$ cat config.mk
export PLATFORM = sky130hd
export DESIGN_NAME = max_pool
export DESIGN_NICKNAME = d
export VERILOG_FILES = /design/src/rtl/max_pool.sv
export SDC_FILE = /design/constraint.sdc
export NUM_CORES = 2
export LEC_CHECK = 0
export BUFFER_PORTS_ARGS = -buffer_cell sky130_fd_sc_hd__buf_4
export CAP_MARGIN = 20
export CORE_MARGIN = 4
export CORE_UTILIZATION = 25
export DETAILED_ROUTE_END_ITERATION = 10
export PLACE_DENSITY = 0.47
export SLEW_MARGIN = 20
export SYNTH_ARGS = -nofsm -noshare
export SYNTH_HDL_FRONTEND = slang
export SYNTH_SLANG_ARGS = --single-unit
$ cat constraint.sdc
create_clock -name clk -period 7.05 [get_ports clk]
set_input_delay 0.705 -clock clk [delete_from_list [all_inputs] [get_ports clk]]
set_output_delay 0.705 -clock clk [all_outputs]
set_load 0.03 [all_outputs]
$ cat src/rtl/max_pool.sv
// max_pool: 2x2 stride-2 max pooling over a pixel stream with frame/row markers.
// Optional macro MAX_POOL_BINARIZE_EN thresholds the pooled max against THRESHOLD.
module max_pool #(
    parameter int WORD_SIZE = 8,
    parameter int ROW_SIZE  = 540,
    parameter int THRESHOLD = 128
) (
    input  logic                 clk,
    input  logic                 rst,
    input  logic [WORD_SIZE-1:0] inputPixel,
    input  logic                 in_valid,
    input  logic                 in_sof,
    output logic [WORD_SIZE-1:0] outputPixel,
    output logic                 out_valid,
    output logic                 out_sof,
    output logic                 out_eol
);
    localparam int CW = $clog2(ROW_SIZE);
    localparam int HW = ROW_SIZE / 2;
    localparam int IW = HW > 1 ? $clog2(HW) : 1;
    localparam logic [CW-1:0] LAST = CW'(ROW_SIZE - 1);
    localparam logic [CW-1:0] EOLC = CW'((ROW_SIZE % 2 == 0) ? ROW_SIZE - 1 : ROW_SIZE - 2);

    logic [CW-1:0]        col, ecol;
    logic                 row, erow, sof_pend;
    logic [IW-1:0]        idx;
    logic [WORD_SIZE-1:0] hold, pair, lb_rd, pooled, result;
    logic [WORD_SIZE-1:0] linebuf [HW];

    // in_sof forces position to the frame origin; pair/block maxima are unsigned
    always_comb begin
        ecol   = in_sof ? '0 : col;
        erow   = in_sof ? 1'b0 : row;
        idx    = IW'(ecol >> 1);
        pair   = hold > inputPixel ? hold : inputPixel;
        lb_rd  = linebuf[idx];
        pooled = lb_rd > pair ? lb_rd : pair;
`ifdef MAX_POOL_BINARIZE_EN
        result = pooled >= WORD_SIZE'(THRESHOLD) ? '1 : '0;
`else
        result = pooled;
`endif
    end

    // position counters, horizontal hold and registered output
    always_ff @(posedge clk) begin
        if (rst) begin
            col         <= '0;
            row         <= 1'b0;
            hold        <= '0;
            sof_pend    <= 1'b0;
            outputPixel <= '0;
            out_valid   <= 1'b0;
            out_sof     <= 1'b0;
            out_eol     <= 1'b0;
        end else begin
            out_valid <= 1'b0;
            out_sof   <= 1'b0;
            out_eol   <= 1'b0;
            if (in_valid) begin
                col <= ecol == LAST ? '0 : ecol + 1'b1;
                row <= ecol == LAST ? ~erow : erow;
                if (in_sof) sof_pend <= 1'b1;
                if (!ecol[0]) hold <= inputPixel;
                else if (erow) begin
                    outputPixel <= result;
                    out_valid   <= 1'b1;
                    out_sof     <= sof_pend;
                    out_eol     <= ecol == EOLC;
                    sof_pend    <= 1'b0;
                end
            end
        end
    end

    // even-row pair maxima, always written before the odd row reads them
    always_ff @(posedge clk) begin
        if (!rst && in_valid && ecol[0] && !erow) linebuf[idx] <= pair;
    end
endmodule

==> metrics.cfg <==
[critical_path]
path_max_fanout=41
worstSetupEndpointType=flip-flop
worstSetupPathType=flip-flop to flip-flop
cp_slowest_stage_delay_ns=0.92
crit_path_frequent_cell=o21ai_0
crit_buf_inv=1
slowest_stage=dfxtp_4
crit_family=simple AND/OR/NAND/NOR gates
cp_data_arrival_time_ns=7.18
required_ns=7.87
cp_cell_sequence=nor2b_1, buf_4, nand2_2, o21ai_0, o31ai_1, nor4b_1, o21ai_0, nor4_2, ha_1, nor2b_1, o21a_1, o21ai_0, nand2b_1, a21oi_1, o21ai_0, and2_1, o21ai_0, o221a_2
start_kind=flip-flop

[place]
place.gp.congestion=0.9194
dp.cells=9898
port_buffers=22
hpwl_um=202200

[pwr]
p_total_mw=27.03
combPwrFrac_pct=3.0
power_density_nw_per_um2=269.2
swShare_pct=21.62
p_leak_nw=29.70
power.internal_mw=21.19
p_clk_share_pct=43.6
sequentialPowerShare_pct=53.5
ir_worst_vdd_v=0.0001975
switching_power_mw=5.845

[clocking]
cts_tree=done
clk_latency_ns=0.89
cts_hold_buf=0
cts.reportedPaths.clkPinSlew_ns=0.06
post-cts-setup-buffers=0
htreeDepth=4
cts_resized=0
cts_max_path_buffers=3
root_buffer=clkbuf_16
cts_buffers=226
cts.sinks=2191

[finish]
num-nets-final=5578
syn_to_final_growth_pct=15.13
final_layout_size_suffix_gt1_share_pct=16.39
instances_no_fill=10330
final_util_pct=28.96

[synth]
ys_types=88
synth-edff-count=2160
syn_area_sq_um=87230
ys_warn_count=0
syn_inst=5499
synth_flop_cell=edfxtp_1
synth_seq_cells=2191
avgSynthCellArea_sq_um=15.86
synth_nets=5528
yosysSeqAreaShare_pct=75.07
async_reset_ff_share_pct=0

[routing]
final_antenna_net_count=0
drt-total-wl_um=328400
drc_errors=0
dr.pass1.iters=6
drt-initial-drc-count=7161
avgViaCountPerCell=5.315
route.vias.total=54890
routedWlPerCell_um=31.80

[timing]
fin_worst_skew_ns=0.03671
slew_headroom_pct=21.01
hold_violations=0
fmax_mhz=157.3
post-route-period-util_pct=90.18
final.min_clock_period_ns=6.358
setup_tns_ns=0
drv_slew=0
worstMarginPinSlew_ns=1.182
timing.hold.ws_ns=0.09565
grt_setup_unrepaired=no
setup_viol=0

[global_route]
grt_pass1_vias=52070
gr-total-overflow=0
grtUsageTotal_pct=17.73
grt_pass1_wl_um=448600
grt_max_degree=133
antenna_found_initial=11

[job]
max_cap_viol_count=0

[floorplanning]
dieArea_sq_um=358400
die_width_um=598.7
initial_core_util_pct=25.16
io_pins=23
core_area_sq_um=346700
die_height_um=598.7
row_count=216

[status]
status=complete, no violations

[hold_path]
hold_class=primary input to flip-flop

## stage by stage
stage / instance area (sq um) / setup slack, ns
2_1_floorplan: 87230 / 1.286
3_3_place_gp: 93120 / 0.3430
3_5_place_dp: 93190 / 0.4858
4_1_cts: 100400 / 0.9180
5_1_grt: 100400 / 0.5911
6_report: 100400 / 0.6923
## final cells by class
| class | count | area (sq um) |
|---|---|---|
| Inverter | 23 | 117.6 |
| Timing Repair Buffer | 233 | 2165 |
| Clock buffer | 288 | 5931 |
| Multi-Input combinational cell | 2874 | 19730 |
| Antenna cell | 8 | 20.02 |
| Fill cell | 34560 | 246300 |
| Sequential cell | 2191 | 65490 |
| Clock inverter | 132 | 1251 |
| Tap cell | 4578 | 5728 |
## cells in the final DEF (no fill, tap or decap), drive strengths merged, types with 158 or more instances in the layout
cell type,instances
nor2,393
nand2,158
o22ai,556
mux2i,236
a21oi,202
mux2,177
clkbuf,288
edfxtp,2160
o211ai,171
o21ai,182
buf,232
## path summary, 6_finish.rpt
path                                     startpoint                     endpoint  slack, ns  cells past startpoint
worst min-delay path                  inputPixel[0]         hold[0]$_SDFFE_PP0P_        0.1                      3
worst max register to register  col[2]$_SDFFE_PP0P_  outputPixel[3]$_SDFFE_PP0P_       0.69                     18
worst min register to register  col[0]$_SDFFE_PP0P_          col[0]$_SDFFE_PP0P_       0.49                      2
worst max-delay path            col[2]$_SDFFE_PP0P_  outputPixel[3]$_SDFFE_PP0P_       0.69                     18
## Yosys cell counts (all sizes together) (22+ instances only)
cell    instances  area (sq um)
a22oi          87         653.1
o211ai        171          1284
o221ai         76         665.6
o31ai          23         177.7
nor2          393          1478
edfxtp       2160         64860
o22ai         556          3478
o22a           48         420.4
a211oi         32         245.2
o21ai         182         910.9
nand3          27         135.1
nand2         158         595.6
clkbuf        123         461.7
a221oi         58         508.0
buf           288          1803
a21oi         202          1011
nor3           54         270.3
or2           134         838.3
dfxtp          31         620.6
mux2i         236          2362
inv            22         82.58
mux2          177          1993
## layer usage
layer / wire, um / global-route usage, %
met1: 138600 / 24.41
met2: 145900 / 26.98
met4: 16190 / 7.635
met3: 27750 / 3.751
met5: 46 / 0
## kinds of logic (layout without fill, tap and decap cells)
kind of cell	Yosys count	in the layout	synth area share [%]
flops	2191	2191	75.07
mux	426	426	5.329
buf+inv	434	676	2.695
other cells	0	8	0
simple gates	869	869	4.663
fa+ha+maj	17	17	0.2438
compound gates	1562	1562	12.00
## power by group through the flow
stage / combinational, mW / sequential, mW / clock, mW
2_1_floorplan: 0.379 / 14.8 / 0
3_3_place_gp: 0.791 / 14.7 / 0
3_5_place_dp: 0.803 / 14.7 / 0
4_1_cts: 0.805 / 14.5 / 11.9
5_1_grt: 0.839 / 14.4 / 12.4
6_report: 0.803 / 14.5 / 11.8
## flip-flops by register name, indices dropped and copies added (netlist names)
name	flops
hold	8
out_valid	1
sof_pend	1
outputPixel	8
col	10
out_sof	1
out_eol	1
row	1
linebuf	2160
## worst reg2reg max path, stage by stage, from the launching register on
cell      delay (ns)
dfxtp_4         0.92
nor2b_1         0.36
buf_4           0.28
nand2_2         0.76
o21ai_0         0.22
o31ai_1         0.60
nor4b_1         0.77
o21ai_0         0.20
nor4_2          0.35
ha_1            0.32
nor2b_1         0.15
o21a_1          0.17
o21ai_0         0.15
nand2b_1        0.08
a21oi_1         0.14
o21ai_0         0.10
and2_1          0.26
o21ai_0         0.25
o221a_2         0.22
No activity file was read; power rests on OpenSTA's default activity.
